## config.mk

```make
export PLATFORM = sky130hd
export DESIGN_NAME = mcp_rx_multibit
export DESIGN_NICKNAME = d
export VERILOG_FILES = /design/src/rtl/mcp_rx_multibit_pkg.sv /design/src/rtl/mcp_rx_multibit_sync_bit_chain.sv /design/src/rtl/mcp_rx_multibit.sv
export SDC_FILE = /design/constraint.sdc
export NUM_CORES = 1
export LEC_CHECK = 0
export ABC_CLOCK_PERIOD_IN_PS = 2000
export CORE_MARGIN = 1
export CORE_UTILIZATION = 44
export DETAILED_ROUTE_END_ITERATION = 8
export PLACE_DENSITY = 0.82
export SYNTH_ARGS = -nofsm -noshare
export SYNTH_HDL_FRONTEND = slang
export SYNTH_SLANG_ARGS = --single-unit
```

## constraint.sdc

```tcl
create_clock -name i_clock -period 2 [get_ports i_clock]
set_clock_uncertainty 0.15 [all_clocks]
set_input_delay 0.4 -clock i_clock [delete_from_list [all_inputs] [get_ports i_clock]]
set_output_delay 0.4 -clock i_clock [all_outputs]
set_load 0.005 [all_outputs]
```

## src/rtl/mcp_rx_multibit_pkg.sv

```systemverilog
// Shared definitions for the multicycle-path multibit receiver:
// FSM state encodings and the minimum request synchronizer depth.
package mcp_rx_multibit_pkg;

    localparam int MIN_NB_SYNC = 2;

    typedef enum logic [1:0] {
        ST_IDLE  = 2'd0,
        ST_CHECK = 2'd1,
        ST_VALID = 2'd2
    } state_t;

endpackage

```

## src/rtl/mcp_rx_multibit_sync_bit_chain.sv

```systemverilog
// sync_bit_chain: 1-bit NB_SYNC-stage synchronizer with synchronous
// active-high reset. The same block serves the source side for the ack.
module sync_bit_chain #(
    parameter int NB_SYNC = 2
) (
    input  logic clock,
    input  logic reset,
    input  logic d,
    output logic q
);

    logic [NB_SYNC-1:0] chain_r;

    // Shift the asynchronous input through the flop chain.
    always_ff @(posedge clock) begin
        if (reset) begin
            chain_r <= {NB_SYNC{1'b0}};
        end else begin
            chain_r <= {chain_r[NB_SYNC-2:0], d};
        end
    end

    assign q = chain_r[NB_SYNC-1];

endmodule

```

## src/rtl/mcp_rx_multibit.sv

```systemverilog
// mcp_rx_multibit: destination-side receiver for a multibit word sent with
// the toggle req/ack multicycle-path scheme. The request toggle is
// synchronized, the word is captured on the resulting edge event and
// offered on a valid/ready interface; acceptance toggles the ack.
// Optional feature macro: MCP_RX_STABILITY_CHECK_EN adds a CHECK state
// that re-samples the bus until two consecutive samples agree.
module mcp_rx_multibit
    import mcp_rx_multibit_pkg::*;
#(
    parameter int NB      = 8,
    parameter int NB_SYNC = 2,
    parameter int NB_CNT  = 16
) (
    input  logic              i_clock,
    input  logic              i_reset,
    input  logic [NB-1:0]     i_data,
    input  logic              i_req,
    output logic              o_ack,
    output logic [NB-1:0]     o_data,
    output logic              o_valid,
    input  logic              i_ready,
    output logic              o_overrun,
    output logic              o_unstable,
    output logic [NB_CNT-1:0] o_count
);

    if (NB_SYNC < MIN_NB_SYNC) begin : g_bad_sync_depth
        $error("mcp_rx_multibit: NB_SYNC must be at least 2");
    end

    state_t              state_r;
    state_t              next_state_s;
    logic                req_sync_s;
    logic                req_prev_r;
    logic                event_s;
    logic                capture_s;
    logic                accept_s;
    logic                overrun_set_s;
    logic                unstable_set_s;
    logic [NB-1:0]       data_r;
    logic                valid_r;
    logic                ack_r;
    logic                overrun_r;
    logic [NB_CNT-1:0]   count_r;

    sync_bit_chain #(
        .NB_SYNC (NB_SYNC)
    ) u_req_sync (
        .clock (i_clock),
        .reset (i_reset),
        .d     (i_req),
        .q     (req_sync_s)
    );

    // A toggle of the synchronized request marks a new word.
    assign event_s = req_sync_s ^ req_prev_r;

    // Next-state and datapath control decode.
    always_comb begin
        next_state_s   = state_r;
        capture_s      = 1'b0;
        accept_s       = 1'b0;
        overrun_set_s  = 1'b0;
        unstable_set_s = 1'b0;
        case (state_r)
            ST_IDLE: begin
                if (event_s) begin
                    capture_s = 1'b1;
`ifdef MCP_RX_STABILITY_CHECK_EN
                    next_state_s = ST_CHECK;
`else
                    next_state_s = ST_VALID;
`endif
                end else begin
                    next_state_s = ST_IDLE;
                end
            end
`ifdef MCP_RX_STABILITY_CHECK_EN
            ST_CHECK: begin
                overrun_set_s = event_s;
                if (i_data == data_r) begin
                    next_state_s = ST_VALID;
                end else begin
                    capture_s      = 1'b1;
                    unstable_set_s = 1'b1;
                    next_state_s   = ST_CHECK;
                end
            end
`endif
            ST_VALID: begin
                overrun_set_s = event_s;
                if (i_ready) begin
                    accept_s     = 1'b1;
                    next_state_s = ST_IDLE;
                end else begin
                    next_state_s = ST_VALID;
                end
            end
            default: begin
                next_state_s = ST_IDLE;
            end
        endcase
    end

    // State, captured word, handshake and status registers.
    always_ff @(posedge i_clock) begin
        if (i_reset) begin
            state_r    <= ST_IDLE;
            req_prev_r <= 1'b0;
            data_r     <= {NB{1'b0}};
            valid_r    <= 1'b0;
            ack_r      <= 1'b0;
            overrun_r  <= 1'b0;
            count_r    <= {NB_CNT{1'b0}};
        end else begin
            state_r    <= next_state_s;
            req_prev_r <= req_sync_s;
            valid_r    <= (next_state_s == ST_VALID);
            if (capture_s) begin
                data_r <= i_data;
            end
            if (accept_s) begin
                ack_r   <= ~ack_r;
                count_r <= count_r + {{(NB_CNT-1){1'b0}}, 1'b1};
            end
            if (overrun_set_s) begin
                overrun_r <= 1'b1;
            end
        end
    end

`ifdef MCP_RX_STABILITY_CHECK_EN
    logic unstable_r;

    // Sticky flag: the bus moved while its stability was being checked.
    always_ff @(posedge i_clock) begin
        if (i_reset) begin
            unstable_r <= 1'b0;
        end else if (unstable_set_s) begin
            unstable_r <= 1'b1;
        end else begin
            unstable_r <= unstable_r;
        end
    end

    assign o_unstable = unstable_r;
`else
    assign o_unstable = 1'b0;
`endif

    assign o_ack     = ack_r;
    assign o_data    = data_r;
    assign o_valid   = valid_r;
    assign o_overrun = overrun_r;
    assign o_count   = count_r;

endmodule

```

; Word-level counts from Yosys, hierarchy flattened
; Index checks and enable logic that the tools add are counted.
[word_totals]
register_bits = 32
elab_cells = 22
output_inout_bits = 28
[classes]
bitwise = 2
addsub = 1
n_mux = 8
n_reduce_logical = 1
eq_ne = 2
[ops]
columns = op, n
row1 = $add 16x1->16 const B, 1
row2 = $mux 1, 5
row3 = $eq 2x2->1 const B, 2
row4 = $mux 2, 2
row5 = $pmux 2 s2, 1
row6 = $logic_not 2->1, 1
row7 = $not 1->1, 1
row8 = $xor 1x1->1, 1

; Depth between registers and ports, before layout
[depth]
word_depth = 4
mapped_depth = 6
ltp_nobuf = 5

; Cells and area by module
; Synthesis repeated with hierarchy kept, for this count alone.
[hier_totals]
hier_cells = 131
hier_area_um2 = 1237.4
[modules_own_cells]
columns = mod, area_each_um2, n_inst, cells_each
row1 = mcp_rx_multibit, 1184.9, 1, 127
row2 = sync_bit_chain, 52.6, 1, 4

; Worst setup path after synthesis
; Ideal clock, no wire load.
[synth_path]
path_type = reg2reg
from = register o_valid (netlist name)
to = register count_r[13], in the netlist o_count[13]
arrival_time_ps = 1343
stages_incl_launch_ff = 6
setup_time_ps = 70
period_less_slack_ps = 1563
setup_slack_ps = 437
path_cell_list = dfxtp_1 buf_4 and4_2 nand4_4 or3_1 a21oi_1
[synth_lines]
columns = element, line_no
row1 = to (signal assigned), mcp_rx_multibit.sv:114  ; count_r <= {NB_CNT{1'b0}};
row2 = to (signal assigned), mcp_rx_multibit.sv:124  ; count_r <= count_r + {{(NB_CNT-1){1'b0}}, 1'b1};
row3 = to (decl), mcp_rx_multibit.sv:44  ; logic [NB_CNT-1:0] count_r;

; Worst setup path in the final report
[layout_path]
from = register count_r[3], in the netlist o_count[3]
to = output o_count[3]
[layout_lines]
columns = element, line_no
row1 = to (decl), mcp_rx_multibit.sv:24  ; output logic [NB_CNT-1:0] o_count
; No word-level cell between the ends.

==> flow_metrics.py <==
metrics = {
    "outcome": {
        "status": "complete, no violations",
    },
    "placement": {
        "gp_congestion": 0.799,
        "post-dp-hpwl_mm": 1.87,
        "io_buffers": 38,
    },
    "logic_synthesis": {
        "yosysTopAreaCellShare_pct": 49.4,
        "yosysMostFrequentCell": "dfxtp_1",
        "synth_seq_area_share_pct": 49.4,
        "syn_nets": 139,
        "ys_warn_count": 0,
        "netlist_instances": 126,
        "synth_common_cells": "dfxtp_1, nor2_1, xor2_1, mux2i_1, nand2_1",
        "netlist_area_um2": 1210,
        "synth-main-ff-cell": "dfxtp_1",
        "synth_edf_count": 0,
        "syn_avg_cell_area_um2": 9.64,
        "yosysUniqueCellTypes": 24,
        "async_reset_ff_share_pct": 0,
        "synth_seq_cells": 30,
        "yosys.area.top_type": "dfxtp_1",
        "synth_area_leaders": "dfxtp_1, xor2_1, nor2_1, mux2i_1, a21oi_1",
    },
    "run": {
        "drv_cap": 0,
    },
    "finish": {
        "area_delta_synth_final_pct": 38.6,
        "drive_gt1_share_pct": 11.8,
        "num-nets-final": 182,
        "diodes": 0,
        "final_util_pct": 66.2,
    },
    "timing": {
        "fin_crit_ns": 1.86,
        "fin_crit_sh_pct": 93.0,
        "grt_setup_unrepaired": "no",
        "finalMaxSlewViolations": 0,
        "setup_viol": 0,
        "hold_viol_final": 0,
        "fmax_mhz": 538,
    },
    "setup_path": {
        "slowest_stage": "clkdlybuf4s50_1",
        "slowest_delay_ns": 0.54,
        "crit_path_start_kind": "flop",
        "worstPathCellList": "clkdlybuf4s50_1",
        "crit_path_end_kind": "output pin",
        "crit_arrival_ns": 1.31,
        "crit_buf_inv": 1,
        "crit_type": "reg2out",
        "path_delay_family": "buffers and inverters",
        "required_ns": 1.45,
        "critPathMaxFanout": 6,
    },
    "power_and_ir_drop": {
        "p_clk_share_pct": 35.1,
        "p_comb_share_pct": 8.5,
        "switchingPower_mw": 0.265,
        "design_power_total_mw": 1.10,
        "p_int_mw": 0.839,
        "irDropWorstVdd_mv": 0.711,
        "p_leak_nw": 0.636,
        "p_per_area_nw_per_um2": 656,
        "pwr-share-seq_pct": 56.4,
        "p_sw_share_pct": 24.0,
    },
    "drt": {
        "wl_mm": 2.56,
        "antenna_left": 0,
        "vias": 1026,
        "via_per_inst": 5.13,
        "drc": 0,
        "wire_per_inst_um": 12.8,
        "firstDrtPassIters": 4,
        "drt_iter0_drc": 8,
    },
    "grt": {
        "antenna_found_initial": 0,
        "grtUsageTotal_pct": 20.0,
        "grt_max_degree": 31,
        "grt_pass1_wl_mm": 4.06,
        "overflow": 0,
        "grt_pass1_vias": 978,
    },
    "cts": {
        "clock_path_buffers": 2,
        "htreeDepth": 2,
        "cts_buffers": 5,
        "post_cts_buffers": 0,
        "clk_latency_ns": 0.34,
        "cts_root_buf": "clkbuf_4",
        "cts.sinks": 30,
        "clk_pin_slew_ns": 0.10,
        "cts_tree": "yes",
    },
    "floorplanning": {
        "core_region_area_um2": 2540,
        "start_util_pct": 47.7,
        "die_y_um": 54.5,
        "dieWidth_um": 54.5,
        "num_rows": 18,
        "die_area_um2": 2980,
        "io_pins": 40,
    },
    "min_path": {
        "min_path_type": "reg2reg",
    },
}
[logic make-up (layout without fill, tap and decap cells)]
| logic type | count (synthesis) | count (layout) | share of synthesized area [%] |
|---|---|---|---|
| other cells | 1 | 1 | 0.309 |
| buf+inv | 8 | 52 | 4.94 |
| simple gates | 54 | 54 | 23.6 |
| flops | 30 | 30 | 49.4 |
| xor+xnor | 13 | 13 | 9.37 |
| compound gates | 11 | 11 | 4.74 |
| mux | 8 | 8 | 6.59 |
| fa+ha+maj | 1 | 1 | 1.03 |
[registers in the layout, summed over array words and instances (netlist names)]
signal and cells:
o_valid 1, o_data 8, o_count 16, u_req_sync.chain_r 2, o_ack 1, o_overrun 1, req_prev_r 1
[routing by layer]
layer | part of all wire, % | wire [um] | GRT usage [%] | vias to the layer above
met3 | 9.3 | 238 | 6.11 | 2
li1 | - | - | - | 510
met4 | 0.94 | 24 | 14.1 | 0
met1 | 42 | 1080 | 20.8 | 473
met2 | 47 | 1210 | 33.9 | 41
met5 | 0 | 0 | 0 | -
[metrics by stage]
step	TNS (ns)	cells	hold slack [ns]	setup slack, ns	area (um2)
6_report	0	200	0.310	0.140	1680
3_3_place_gp	-0.0546	192	0.273	-0.0188	1620
2_1_floorplan	0	126	0.264	0.437	1210
3_5_place_dp	-0.346	192	0.293	-0.130	1620
5_1_grt	0	200	0.318	0.0592	1680
4_1_cts	0	200	0.313	0.0364	1680
[power by group through the flow]
| stage | logic [mW] | registers (mW) | clock network [mW] |
|---|---|---|---|
| after CTS | 0.0950 | 0.623 | 0.396 |
| after floorplan | 0.0442 | 0.634 | 0 |
| final | 0.0938 | 0.623 | 0.388 |
| after global placement | 0.0918 | 0.635 | 0 |
| after global routing | 0.104 | 0.626 | 0.418 |
| after detailed placement | 0.0947 | 0.637 | 0 |
[layout by cell type (no fill, tap or decap)]
cell and count:
clkinv_2 1, o21ai_0 4, ha_1 1, clkbuf_4 5, nor2b_1 4, xor2_1 13
or3_1 4, mux2i_1 8, and4_2 1, clkdlybuf4s50_1 38, conb_1 1, a21oi_1 6
dfxtp_2 2, nand3_1 6, nand4_1 4, clkinvlp_4 1, dfxtp_1 28, clkbuf_8 1
buf_4 6, and4_1 3, and3_2 1, a211oi_1 1, and2_2 1, nand4_4 1
nor2_1 22, nand2_1 7
[timing repair]
item / in CTS / in global routing
hold buffers: 0 / 0
resized for setup: 0 / 2
endpoints found under the setup margin: 0 / 2
[final cells by class]
class,instances,area (um2)
Sequential cell,30,603
Fill cell,204,861
Tap cell,30,37.5
Timing Repair Buffer,44,425
Multi-Input combinational cell,88,554
Clock buffer,6,51.3
Clock inverter,2,12.5
[worst paths after layout]
kind | start | to | slack [ns] | cells past startpoint
max | o_count[3] | o_count[3] | 0.14 | 1
min | u_req_sync.chain_r[0] | u_req_sync.chain_r[1] | 0.31 | 1
max reg2reg | o_count[3] | o_count[11] | 0.28 | 4
min reg2reg | u_req_sync.chain_r[0] | u_req_sync.chain_r[1] | 0.31 | 1
No activity file was read; power rests on OpenSTA's default activity.
